===== config.mk =====
export PLATFORM = sky130hd
export DESIGN_NAME = seg7_scan_ctrl
export DESIGN_NICKNAME = d
export VERILOG_FILES = /design/src/rtl/seg7_pkg.sv /design/src/rtl/seg7_hex_decode.sv /design/src/rtl/seg7_scan_ctrl.sv
export SDC_FILE = /design/constraint.sdc
export NUM_CORES = 1
export LEC_CHECK = 0
export CORE_MARGIN = 1
export CORE_UTILIZATION = 50
export DETAILED_ROUTE_END_ITERATION = 10
export PLACE_DENSITY = 0.75
export SLEW_MARGIN = 0
export SYNTH_ARGS = -nofsm -noshare
export SYNTH_HDL_FRONTEND = slang
export SYNTH_SLANG_ARGS = --single-unit

===== constraint.sdc =====
create_clock -name clk -period 3.9 [get_ports clk]
set_input_delay 0.975 -clock clk [delete_from_list [all_inputs] [get_ports clk]]
set_output_delay 0.975 -clock clk [all_outputs]
set_load 0.02 [all_outputs]

===== src/rtl/seg7_pkg.sv =====
// Shared constants and types for the four-digit seven-segment scan controller.
package seg7_pkg;

  localparam logic [6:0] SEG_BLANK = 7'h7F;
  localparam logic [3:0] AN_OFF    = 4'b1111;

  typedef enum logic {
    SHOW,
    GAP
  } scan_state_e;

  // Active-low gfedcba patterns for hex 0..F.
  localparam logic [6:0] HEX_SEG [16] = '{
    7'h40, 7'h79, 7'h24, 7'h30, 7'h19, 7'h12, 7'h02, 7'h78,
    7'h00, 7'h10, 7'h08, 7'h03, 7'h46, 7'h21, 7'h06, 7'h0E
  };

endpackage


===== src/rtl/seg7_hex_decode.sv =====
// Combinational hex-to-segment lookup, active-low, gfedcba order.
module seg7_hex_decode
  import seg7_pkg::*;
(
  input  logic [3:0] hex,
  output logic [6:0] seg
);

  assign seg = HEX_SEG[hex];

endmodule


===== src/rtl/seg7_scan_ctrl.sv =====
// Four-digit time-multiplexed seven-segment driver with per-slot blanking gap.
module seg7_scan_ctrl
  import seg7_pkg::*;
#(
  parameter int unsigned REFRESH_DIV = 12500,
  parameter int unsigned BLANK_CYC   = 250
) (
  input  logic       clk,
  input  logic       rst,
  input  logic       en,
  input  logic       wr_en,
  input  logic [1:0] wr_addr,
  input  logic [3:0] wr_data,
  input  logic [3:0] blank_mask,
  output logic [6:0] seg7,
  output logic [3:0] an,
  output logic       frame_tick
);

  localparam int unsigned CNT_W = (REFRESH_DIV > 1) ? $clog2(REFRESH_DIV) : 1;
  localparam logic [CNT_W-1:0] SHOW_LAST = CNT_W'(REFRESH_DIV - BLANK_CYC - 1);
  localparam logic [CNT_W-1:0] SLOT_LAST = CNT_W'(REFRESH_DIV - 1);

  scan_state_e      state_q, state_d;
  logic [CNT_W-1:0] cnt_q, cnt_d;
  logic [1:0]       idx_q, idx_d;
  logic             wrap;
  logic [3:0]       dig_q [4];
  logic [6:0]       seg_dec;

  seg7_hex_decode u_dec (
    .hex (dig_q[idx_q]),
    .seg (seg_dec)
  );

  // NOTE: every variable gets a default before the case so no path infers a latch.
  always_comb begin
    state_d = state_q;
    cnt_d   = cnt_q;
    idx_d   = idx_q;
    wrap    = 1'b0;
    if (!en) begin
      state_d = GAP;
      cnt_d   = '0;
    end else begin
      unique case (state_q)
        SHOW: begin
          cnt_d = cnt_q + 1'b1;
          if (cnt_q == SHOW_LAST) state_d = GAP;
        end
        GAP: begin
          // A GAP parked at cnt 0 (after reset or disable) restarts the same digit.
          if (cnt_q == '0) begin
            state_d = SHOW;
          end else if (cnt_q == SLOT_LAST) begin
            state_d = SHOW;
            cnt_d   = '0;
            idx_d   = idx_q + 2'd1;
            wrap    = (idx_q == 2'd3);
          end else begin
            cnt_d = cnt_q + 1'b1;
          end
        end
        default: state_d = GAP;
      endcase
    end
  end

  // NOTE: sequential state uses non-blocking assignments so all registers update together.
  always_ff @(posedge clk or posedge rst) begin
    if (rst) begin
      state_q <= GAP;
      cnt_q   <= '0;
      idx_q   <= '0;
    end else begin
      state_q <= state_d;
      cnt_q   <= cnt_d;
      idx_q   <= idx_d;
    end
  end

  // NOTE: the digit store is tiny and must read as zero after reset, so it is reset like any flop.
  always_ff @(posedge clk or posedge rst) begin
    if (rst) begin
      for (int i = 0; i < 4; i++) dig_q[i] <= '0;
    end else if (wr_en) begin
      dig_q[wr_addr] <= wr_data;
    end
  end

  // Output stage follows the current scan state; en gates it so a disable goes dark at once.
  always_ff @(posedge clk or posedge rst) begin
    if (rst) begin
      seg7       <= SEG_BLANK;
      an         <= AN_OFF;
      frame_tick <= 1'b0;
    end else begin
      frame_tick <= wrap;
      if (en && state_q == SHOW) begin
        an   <= ~(4'b0001 << idx_q);
        seg7 <= blank_mask[idx_q] ? SEG_BLANK : seg_dec;
      end else begin
        an   <= AN_OFF;
        seg7 <= SEG_BLANK;
      end
    end
  end

endmodule

Yosys cells after proc, flatten, opt, wreduce, memory -nomap -nowiden
Memory sizes are Yosys's and may differ from the RTL's.
Index checks and enable logic that the tools add are counted.
- add/sub/neg operators: 2
- reduce and logical (&&, ||, !) cells: 4
- muxes and demuxes: 26
- shift-type cells: 1
- bitwise logic cells: 6
- equal/unequal tests: 4
- $lt $le $gt $ge: 5
- operators by type and width (cell ; number):
    $mux 14 ; 3
    $eq 14x14->1 const B ; 2
    $mux 7 ; 4
    $pmux 14 s2 ; 1
    $bwmux 16 ; 1
    $mux 4 ; 4
    $add 14x1->14 const B ; 1
    $logic_not 14->1 ; 1
    $mux 1 ; 9
    $bmux 4 s2 ; 1
    $demux 4 s2 ; 1
    $ge 3x3->1 const B ; 2
    $not 2->3 ; 2
    $ge 5x5->1 const B ; 1
    $not 4->5 ; 1
    $not 4->4 ; 1
    $reduce_and 4->1 ; 1
    $shl 1x2->4 const A ; 1
    $lt 2x3->1 const B ; 1
    $lt 3x1->1 const B ; 1
    $ne 3x3->1 const B ; 1
    $add 2x1->2 const B ; 1
    $bmux 1 s2 ; 1
    $eq 2x2->1 const B ; 1
    other kinds (3) ; 5
- input bits: 14
- flip-flop bits (word level): 45
- memories kept: 1
- logic and storage cells: 59
- bits in read-only memories: 112
- memory list (memory ; words ; bits a word ; rd ports ; clocked after memory_dff ; wr ports ; RTL line ; text):
    (name not given) ; 16 ; 7 ; 1 ; 0 ; 0 ; seg7_hex_decode.sv:9 ; assign seg = HEX_SEG[hex];

Logic depth before layout (Yosys ltp)
Gate-level depths: netlist (run 1).
- depth in word-level cells: 10
- mapped depth: 7
- mapped depth without buffers: 6

Cells and area by module
A second synthesis (run 1) with hierarchy kept.
- cell total of the unflattened synthesis: 206
- area, all modules: 2467.4 µm²
- by module, submodules not included (module ; area an instance (µm²) ; times used ; cells an instance):
    seg7_scan_ctrl ; 2194.6 ; 1 ; 173
    seg7_hex_decode ; 272.8 ; 1 ; 33

Least setup slack after synthesis (run 1)
OpenSTA, ideal clock, no wires.
- path kind: input to register
- from: in blank_mask[1]
- to: reg seg7[3]
- slack: 1840 ps
- path buffers: 0
- data required time: 3805 ps
- library setup time: 95 ps
- cell stages on the path: 4
- arrival: 1965 ps
- cell sequence: mux4_1 -> nor2_1 -> and3_1 -> a31oi_1
- word-level cells in the longest chain between the ends: 4
- ends and longest elaborated chain (element ; RTL line ; text):
    start, declared ; seg7_scan_ctrl.sv:14 ; input logic [3:0] blank_mask,
    $bmux 1 s2 ; seg7_scan_ctrl.sv:101 ; seg7 <= blank_mask[idx_q] ? SEG_BLANK : seg_dec;
    $mux 1 (not written as such) ; seg7_scan_ctrl.sv:101 ;
    $mux 7 ; seg7_scan_ctrl.sv:101 ;
    $mux 7 ; seg7_scan_ctrl.sv:99 ; if (en && state_q == SHOW) begin
    end signal, assigned ; seg7_scan_ctrl.sv:101 ;
    end, declared ; seg7_scan_ctrl.sv:15 ; output logic [6:0] seg7,
Every way passes these cells. The select of a mux whose other input is x is not followed.
A chain may end at the register's enable or synchronous reset.

Worst setup path in the final report (run 1)
- from: reg seg7[4]
- to: out seg7[4]
No word-level cell between the ends.

==> summary.md, run 1 <==
| Metric | Value |
|---|---|
| Synth top cells by count | `33 x dfrtp_1, 18 x mux2_2, 17 x nor2_1` |
| Initial antenna violation count | `0` |
| Max stage delay cell, worst path | `clkdlybuf4s50_1` |
| Yosys reg bits | `45` |
| Worst min path class | `flop to flop` |
| CTS clk-pin slew, worst paths | `80 ps` |
| CP startpoint kind | `flop` |
| Height of the die | `around 70 µm` |
| Mean Syn Cell Area | `between 10 and 15 µm²` |
| Number of remaining DRC errors | `0` |
| Period utilization | `0.614` |
| Cell Int Power | `about 0.79 mW` |
| TritonCTS clock tree | `built` |
| Starting Density | `0.527` |
| First-pass detailed-route iteration total | `4` |
| Fmax achieved | `418 MHz` |
| Post-Synthesis Cells | `roughly 200` |
| Worst Clk Skew | `around 3.1 ps` |
| Row Count | `24` |
| Number of synthesized flops with an enable pin | `0` |
| Vias in the first global route | `approximately 1500` |
| Endpoint class of the critical path | `output pin` |
| Slew @ Worst Pin | `980 ps` |
| Antenna diodes | `0` |
| NumNets Final | `252` |
| Crit Path Max Fanout | `1` |
| Sw Pwr | `~0.35 mW` |
| Pleak | `approximately 1.1 nW` |
| Clock Latency Late Sink | `approximately 300 ps` |
| Clock sinks | `45` |
| Largest area contributor in the netlist | `dfrtp_1` |
| Clock network fraction of design power | `0.248` |
| Seq pwr share | `0.506` |
| Largest net degree at the start of global routing | `29` |
| IR Drop Worst-Case VDD | `between 0.2 and 0.3 mV` |
| Gr usage total | `0.189` |
| H-tree levels | `2` |
| DR vias/cell | `roughly 5.7` |
| Combinational power share | `0.246` |
| Remaining Overflow, GRT | `0` |
| Family with the most delay on the worst path | `buffers and inverters` |
| Status | `finished clean` |
| CP Cell Sequence | `clkdlybuf4s50_1` |
| Worst EP arrival | `1420 ps` |
| CP required | `2920 ps` |
| DIE AREA | `4930 µm²` |
| Top-count cell post-synth | `dfrtp_1` |
| Proportion of synthesized chip area in sequential cells | `0.491` |
| Max cap viols | `0` |
| CTS root buffer | `clkbuf_8` |
| Maximum clock insertion buffer count | `2` |
| DRT iter0 DRCs | `59` |
| Post-synth cell types | `37` |
| Area delta synth->final | `16.3%` |
| DP Wirelength | `3030 µm` |
| GP Congestion | `0.814` |
| Via count | `1584` |
| Buf+Inv Stages, Crit Path | `1` |
| Wire per inst | `roughly 15 µm` |
| Final instance area | `2700 µm²` |
| I/O Pins | `26` |
| Syn Nets | `roughly 220` |
| Minimum clock period | `~2400 ps` |
| Cell Area, Synth | `2320 µm²` |
| Antenna Nets Post-Route | `0` |
| Crit path kind | `flop to output pin` |
| CTS resizes | `0` |
| # setup viols final | `0` |
| Total CTS buffers | `5` |
| Sw Ratio | `0.304` |
| RSZ-0062 raised after global routing | `no` |
| Hold buffers post-CTS | `0` |
| Worst path max stage delay | `a little under 600 ps` |
| # Post-CTS Setup Buffers | `0` |
| Synth top area share | `0.355` |
| Asr flop ratio synth | `1.00` |
| Synthesis warning total | `0` |
| Final hold vios | `0` |
| Total negative slack | `0 ps` |
| Slew HR | `0.342` |
| Number of port buffers | `25` |
| Slew Limit Fails | `0` |
| Area contributors post-synth | `dfrtp_1 36%, dfstp_2 14%, mux2_2 8.7%` |
| First-pass GRT wire length | `a little over 7000 µm` |
| Layout cells sized above 1 | `0.186` |
| DP Area | `~2600 µm²` |
| Routed WL | `4130 µm` |
| Core area | `between 4000 and 5000 µm²` |
| P per Cell Area | `between 400 and 500 nW/µm²` |
| Post-synth top flop | `dfrtp_1` |
| Die W | `~70 µm` |
state kept, by name, summed over array words and instances (netlist names):
| register | count |
|---|---|
| an | 4 |
| frame_tick | 1 |
| cnt_q | 14 |
| idx_q | 2 |
| dig_q | 16 |
| state_q | 1 |
| seg7 | 7 |
power by group through the flow:
stage          Clock, mW  Sequential [mW]  Combinational, mW
2_1_floorplan          0            0.586              0.192
3_3_place_gp           0            0.581              0.272
3_5_place_dp           0            0.583              0.281
4_1_cts            0.293            0.574              0.280
5_1_grt            0.311            0.582              0.316
6_report           0.282            0.574              0.279
final timing paths:
check | cells after the start | end | from | slack, ps
hold / removal | 1 | dig_q[5] | dig_q[5] | 510
hold reg to reg | 1 | dig_q[5] | dig_q[5] | 510
setup reg to reg | 6 | seg7[3] | idx_q[0] | 1610
max in group asynchronous | 3 | seg7[1] | rst | 2060
min in group asynchronous | 2 | cnt_q[4] | rst | 1080
setup / recovery | 1 | seg7[4] | seg7[4] | 1510
logic make-up (layout without fill, tap and decap cells):
logic type      Yosys count  after routing  share of synthesized area
mux                      25             25                      0.149
xor+xnor                 13             13                     0.0490
compound gates           18             18                     0.0517
fa+ha+maj                13             13                     0.0700
simple gates             68             68                      0.160
buf+inv                  14             44                     0.0296
flops                    45             45                      0.491
layout make-up:
cell class / instances / area [µm²]
clock inverters: 3 / 17.5
repair buffers: 26 / 258
multi-input cells: 137 / 1110
fillers: 360 / 1710
flip-flops and latches: 45 / 1140
well taps: 52 / 65.1
clock buffers: 5 / 68.8
inverters: 10 / 37.5
placed cells by master (no fill, tap or decap), types with 7 or more instances in the layout:
master,instances
nand2_1,10
clkdlybuf4s50_1,25
xor2_1,8
inv_1,9
nand4_1,7
nor2_1,17
dfrtp_1,33
mux2_2,18
ha_1,13
dfstp_2,12
stage by stage:
stage                     instances  utilization  setup slack, ps  total power, mW  hold slack (ps)
after floorplan                 196            -             1840            0.778              470
after global placement          270        0.593             1330            0.853              485
after detailed placement        270        0.593             1250            0.864              489
after CTS                       278        0.612             1500             1.15              509
after global routing            278        0.612             1480             1.21              527
final                           278        0.612             1510             1.13              506
layer usage:
layer,track usage,wire (µm),up-vias
met2,0.286,1960,35
li1,-,-,762
met4,0.0844,109,0
met5,0,0,-
met1,0.266,1890,780
met3,0.0346,168,7
(Power assumes the default switching activity.)
==> inputs of run 2 (changes only) <==
--- a/config.mk
+++ b/config.mk
@@ -8,7 +8,7 @@
 export CORE_MARGIN = 1
 export CORE_UTILIZATION = 50
 export DETAILED_ROUTE_END_ITERATION = 10
-export PLACE_DENSITY = 0.75
+export PLACE_DENSITY = 0.78
 export SLEW_MARGIN = 0
 export SYNTH_ARGS = -nofsm -noshare
 export SYNTH_HDL_FRONTEND = slang
==> constraint.sdc (replaced) <==
create_clock -name clk -period 2.2 [get_ports clk]
set_input_delay 0.55 -clock clk [delete_from_list [all_inputs] [get_ports clk]]
set_output_delay 0.55 -clock clk [all_outputs]
set_load 0.02 [all_outputs]
==> summary.md, run 2 (same netlist as run 1, synthesis figures left out) <==
| Metric | Value |
|---|---|
| Final Util | `0.637 (was 0.612)` |
| Area delta synth->final | `21.0% (was 16.3%)` |
| Minimum clock period | `a little over 2000 ps` |
| Height of the die | `70.2 µm (unchanged)` |
| CP Cell Sequence | `mux4_1 -> inv_1 -> ha_1 -> mux2i_1 -> and3_1 -> a31oi_1 (was clkdlybuf4s50_1)` |
| DR vias/cell | `5.55 (was 5.70)` |
| Fin Hold WS | `504 ps (was 506 ps)` |
| Storage element area | `1140 µm² (unchanged)` |
| Fillers | `336 (was 360)` |
| Hold buffers post-CTS | `0 (unchanged)` |
| Gr usage total | `0.186 (was 0.189)` |
| Pleak | `1.21 nW (was 1.14 nW)` |
| Family with the most delay on the worst path | `multiplexers (was buffers and inverters)` |
| NumNets Final | `261 (was 252)` |
| CP required | `2430 ps (was 2920 ps)` |
| Layout cells sized above 1 | `0.213 (was 0.186)` |
| Status | `finished clean (unchanged)` |
| Crit path kind | `flop to flop (was flop to output pin)` |
| Endpoint class of the critical path | `flop (was output pin)` |
| Row Count | `24 (unchanged)` |
| Clock Latency Late Sink | `300 ps (about the same)` |
| Number of remaining DRC errors | `0 (unchanged)` |
| Crit Path Max Fanout | `5 (was 1)` |
| Slew HR | `0.667 (was 0.342)` |
| Total negative slack | `0 ps (unchanged)` |
| Number of port buffers | `25 (unchanged)` |
| Slew @ Worst Pin | `496 ps (was 980 ps)` |
| H-tree levels | `2 (unchanged)` |
| R2r setup slk | `180 ps (was 1610 ps)` |
| Die W | `70.2 µm (unchanged)` |
| Starting Density | `0.527 (unchanged)` |
| First-pass detailed-route iteration total | `4 (unchanged)` |
| Routed WL | `4220 µm (was 4130 µm)` |
| Most common library cell in the layout ignoring fill and taps | `dfrtp_1 (unchanged)` |
| Max cap viols | `0 (unchanged)` |
| TritonCTS clock tree | `built (unchanged)` |
| Clock sinks | `45 (unchanged)` |
| # setup viols final | `0 (unchanged)` |
| Worst path max stage delay | `650 ps (was 590 ps)` |
| Worst EP arrival | `2250 ps (was 1420 ps)` |
| First-pass GRT wire length | `7150 µm (was 7220 µm)` |
| Antenna diodes | `0 (unchanged)` |
| Wire per inst | `14.7 µm (was 14.9 µm)` |
| Worst min path class | `flop to flop (unchanged)` |
| DRT iter0 DRCs | `100 (was 59)` |
| Largest regs | `dig_q (16), cnt_q (14), seg7 (7) (unchanged)` |
| Antenna Nets Post-Route | `0 (unchanged)` |
| Max reg flops | `16 (unchanged)` |
| CP startpoint kind | `flop (unchanged)` |
| Area occupied by multi-input gates | `1110 µm² (unchanged)` |
| Core area | `4410 µm² (unchanged)` |
| GP Congestion | `0.844 (was 0.814)` |
| Largest net degree at the start of global routing | `46 (was 29)` |
| Commonest non-fill, non-tap cells in the layout | `33 x dfrtp_1, 25 x clkdlybuf4s50_1, 18 x mux2_2 (unchanged)` |
| Remaining Overflow, GRT | `0 (unchanged)` |
| Period utilization | `0.918` |
| RSZ-0062 raised after global routing | `no (unchanged)` |
| P per Cell Area | `784 nW/µm² (was 420 nW/µm²)` |
| Initial antenna violation count | `0 (unchanged)` |
| Maximum clock insertion buffer count | `2 (unchanged)` |
| IR Drop Worst-Case VDD | `0.392 mV (was 0.258 mV)` |
| DIE AREA | `4930 µm² (unchanged)` |
| Fmax achieved | `approximately 500 MHz` |
| Max stage delay cell, worst path | `mux4_1 (was clkdlybuf4s50_1)` |
| Slew Limit Fails | `0 (unchanged)` |
| CTS root buffer | `clkbuf_8 (unchanged)` |
| Vias in the first global route | `1511 (was 1522)` |
| Via count | `1594 (was 1584)` |
| Final hold vios | `0 (unchanged)` |
| DP Wirelength | `2970 µm (was 3030 µm)` |
| Total CTS buffers | `5 (unchanged)` |
| Buf+Inv Stages, Crit Path | `1 (unchanged)` |
| I/O Pins | `26 (unchanged)` |
| Worst Clk Skew | `5.13 ps (was 3.06 ps)` |
| CTS clk-pin slew, worst paths | `80 ps (about the same)` |
| Reg with most FFs | `dig_q (unchanged)` |
[run 2: through the flow]
stage | power, mW | cell area [µm²] | setup WS, ps | cells
detailed placement | 1.56 | 2700 | 190 | 279
global route | 2.32 | 2810 | 86.0 | 287
global placement | 1.55 | 2700 | 217 | 279
finish | 2.20 | 2810 | 180 | 287
CTS | 2.22 | 2810 | 171 | 287
floorplan | 1.38 | 2320 | 235 | 196
[run 2: layout make-up]
type,count,area share
Sequential cell,45,0.406
Clock buffer,7,0.0307
Tap cell,52,0.0231
Clock inverter,1,0.0107
Multi-Input combinational cell,137,0.396
Inverter,10,0.0133
Timing Repair Buffer,35,0.120
[run 2: repair_timing]
action                                  in CTS  in global routing
setup buffers                                0                  0
endpoints found under the hold margin        0                  0
gates resized for setup                      0                  1
endpoints found under the setup margin       0                  8
[run 2: path summary, 6_finish.rpt]
| check | endpoint | start | cells past startpoint |
|---|---|---|---|
| hold reg to reg | dig_q[1] | dig_q[1] | 1 |
| hold / removal | dig_q[1] | dig_q[1] | 1 |
| setup reg to reg | seg7[3] | idx_q[0] | 6 |
| setup / recovery | seg7[3] | idx_q[0] | 6 |
| min in group asynchronous | cnt_q[0] | rst | 3 |
| max in group asynchronous | seg7[4] | rst | 3 |
[run 2: where the power goes]
group,internal (mW),leakage [nW],switching [mW]
registers,0.947,0.546,0.0694
clock network,0.370,0.0585,0.276
logic,0.261,0.603,0.280
total,1.58,1.21,0.625
[run 2: per-layer routing]
| metal | up-vias | wire length (µm) | track usage |
|---|---|---|---|
| li1 | 780 | - | - |
| met1 | 778 | 2010 | 0.249 |
| met2 | 29 | 2020 | 0.296 |
| met3 | 7 | 97 | 0.0303 |
| met4 | 0 | 85 | 0.0867 |
| met5 | - | 0 | 0 |
==> inputs of run 3 (changes only) <==
--- a/config.mk
+++ b/config.mk
@@ -5,11 +5,10 @@
 export SDC_FILE = /design/constraint.sdc
 export NUM_CORES = 1
 export LEC_CHECK = 0
-export CORE_MARGIN = 1
+export CORE_MARGIN = 4
 export CORE_UTILIZATION = 50
 export DETAILED_ROUTE_END_ITERATION = 10
 export PLACE_DENSITY = 0.78
-export SLEW_MARGIN = 0
 export SYNTH_ARGS = -nofsm -noshare
 export SYNTH_HDL_FRONTEND = slang
 export SYNTH_SLANG_ARGS = --single-unit
==> summary.md, run 3 (same netlist as run 1, synthesis figures left out) <==
| Metric | Value |
|---|---|
| Status | `finished clean (unchanged)` |
| Fillers | `345 (was 336)` |
| Period utilization | `0.914 (was 0.918)` |
| Core area | `4410 µm² (unchanged)` |
| Layout cells sized above 1 | `0.218 (was 0.213)` |
| I/O Pins | `26 (unchanged)` |
| Fmax achieved | `497 MHz (was 495 MHz)` |
| Wire per inst | `15.0 µm (was 14.7 µm)` |
| Total negative slack | `0 ps (unchanged)` |
| P per Cell Area | `777 nW/µm² (was 784 nW/µm²)` |
| Starting Density | `0.527 (unchanged)` |
| Antenna Nets Post-Route | `0 (unchanged)` |
| DR vias/cell | `5.69 (was 5.55)` |
| Max cap viols | `0 (unchanged)` |
| Reg with most FFs | `dig_q (unchanged)` |
| CTS resizes | `0 (unchanged)` |
| Gr usage total | `0.154 (was 0.186)` |
| Total CTS buffers | `5 (unchanged)` |
| CTS root buffer | `clkbuf_8 (unchanged)` |
| Maximum clock insertion buffer count | `2 (unchanged)` |
| GP Congestion | `0.881 (was 0.844)` |
| Worst setup startpoint | `idx_q[0] (unchanged)` |
| IR Drop Worst-Case VDD | `0.402 mV (was 0.392 mV)` |
| Remaining Overflow, GRT | `0 (unchanged)` |
| CP required | `2430 ps (about the same)` |
| CTS clk-pin slew, worst paths | `80 ps (about the same)` |
| Endpoint class of the critical path | `flop (unchanged)` |
| Max reg flops | `16 (unchanged)` |
| NumNets Final | `260 (was 261)` |
| Worst min path class | `flop to flop (unchanged)` |
| Commonest non-fill, non-tap cells in the layout | `33 x dfrtp_1, 25 x clkdlybuf4s50_1, 18 x mux2_2 (unchanged)` |
| Worst slack, placed | `128 ps (was 190 ps)` |
| Worst EP arrival | `2240 ps (was 2250 ps)` |
| Minimum clock period | `2010 ps (was 2020 ps)` |
| Clock Latency Late Sink | `300 ps (about the same)` |
| CP startpoint kind | `flop (unchanged)` |
| Final hold vios | `0 (unchanged)` |
| Slew HR | `0.639 (was 0.667)` |
| Worst Clk Skew | `4.24 ps (was 5.13 ps)` |
| Largest regs | `dig_q (16), cnt_q (14), seg7 (7) (unchanged)` |
| DP Area | `2680 µm² (was 2700 µm²)` |
| First-pass detailed-route iteration total | `4 (unchanged)` |
| DRT iter0 DRCs | `128 (was 100)` |
| Initial antenna violation count | `0 (unchanged)` |
| First-pass GRT wire length | `7310 µm (was 7150 µm)` |
| Number of port buffers | `25 (unchanged)` |
| Slew Limit Fails | `0 (unchanged)` |
| Largest net degree at the start of global routing | `46 (unchanged)` |
| Vias in the first global route | `1509 (was 1511)` |
| Routed WL | `4290 µm (was 4220 µm)` |
| H-tree levels | `2 (unchanged)` |
| # setup viols final | `0 (unchanged)` |
| Height of the die | `76.2 µm (was 70.2 µm)` |
| Number of remaining DRC errors | `0 (unchanged)` |
| DIE AREA | `5800 µm² (was 4930 µm²)` |
| Via count | `1627 (was 1594)` |
| Crit path kind | `flop to flop (unchanged)` |
| Hold Crit Start | `dig_q[5] (was dig_q[1])` |
| RSZ-0062 raised after global routing | `no (unchanged)` |
| Antenna diodes | `0 (unchanged)` |
| Hold buffers post-CTS | `0 (unchanged)` |
| Pleak | `1.19 nW (was 1.21 nW)` |
| DP Wirelength | `3090 µm (was 2970 µm)` |
| Slew @ Worst Pin | `542 ps (was 496 ps)` |
| Final instance area | `2790 µm² (was 2810 µm²)` |
| Area delta synth->final | `19.9% (was 21.0%)` |
| Fin Hold WS | `507 ps (was 504 ps)` |
| # Post-CTS Setup Buffers | `0 (unchanged)` |
| Row Count | `24 (unchanged)` |
| Setup ws final | `190 ps (was 180 ps)` |
| Reg-to-reg startpoint | `idx_q[0] (unchanged)` |
| Crit Path Max Fanout | `6 (was 5)` |
| Die W | `76.2 µm (was 70.2 µm)` |
| TritonCTS clock tree | `built (unchanged)` |
| Most common library cell in the layout ignoring fill and taps | `dfrtp_1 (unchanged)` |
| Clock sinks | `45 (unchanged)` |
[run 3: cell types whose count changed in the layout (fill, tap and decap cells not counted), sizes merged]
cell      previous run  this run
buf                 10         9
clkinvlp             0         1
clkbuf               7         5
clkinv               0         1
[run 3: layout make-up]
| class | instances | area, µm² | area share |
|---|---|---|---|
| multi-input cells | 137 | 1110 | 0.399 |
| repair buffers | 34 | 318 | 0.114 |
| well taps | 52 | 65.1 | 0.0233 |
| clock buffers | 5 | 68.8 | 0.0247 |
| flip-flops and latches | 45 | 1140 | 0.409 |
| clock inverters | 3 | 46.3 | 0.0166 |
| inverters | 10 | 37.5 | 0.0135 |
[run 3: path summary, 6_finish.rpt]
kind,to,slack [ps],cells past startpoint
worst max-delay path,seg7[3],190,6
worst min-delay path,dig_q[5],510,1
worst max register to register,seg7[3],190,6
worst min register to register,dig_q[5],510,1
max in group asynchronous,state_q,1140,3
min in group asynchronous,dig_q[10],680,3
[run 3: per-layer routing]
layer / GRT usage / share of wire / vias up
met5: 0 / 0 / -
met4: 0.0577 / 0.012 / 0
met3: 0.0366 / 0.052 / 4
met2: 0.238 / 0.48 / 53
met1: 0.210 / 0.46 / 791
li1: - / - / 779
[run 3: worst max-delay path, stage by stage, from the launching register on]
cell and delay, ps:
dfrtp_1 460, mux4_2 630, inv_1 140, ha_1 260
mux2i_1 100, and3_1 190, a31oi_1 140
[run 3: stage by stage]
stage / util / cells / power (mW)
final: 0.632 / 286 / 2.17
after floorplan: - / 196 / 1.38
after global routing: 0.632 / 286 / 2.29
after global placement: 0.606 / 278 / 1.53
after detailed placement: 0.606 / 278 / 1.55
after CTS: 0.632 / 286 / 2.19
[run 3: where the power goes]
group / internal, mW / total [mW] / switching (mW) / leakage, nW
Combinational: 0.249 / 0.520 / 0.271 / 0.589
Clock: 0.340 / 0.627 / 0.288 / 0.0543
Sequential: 0.947 / 1.02 / 0.0718 / 0.546
Total: 1.54 / 2.17 / 0.630 / 1.19
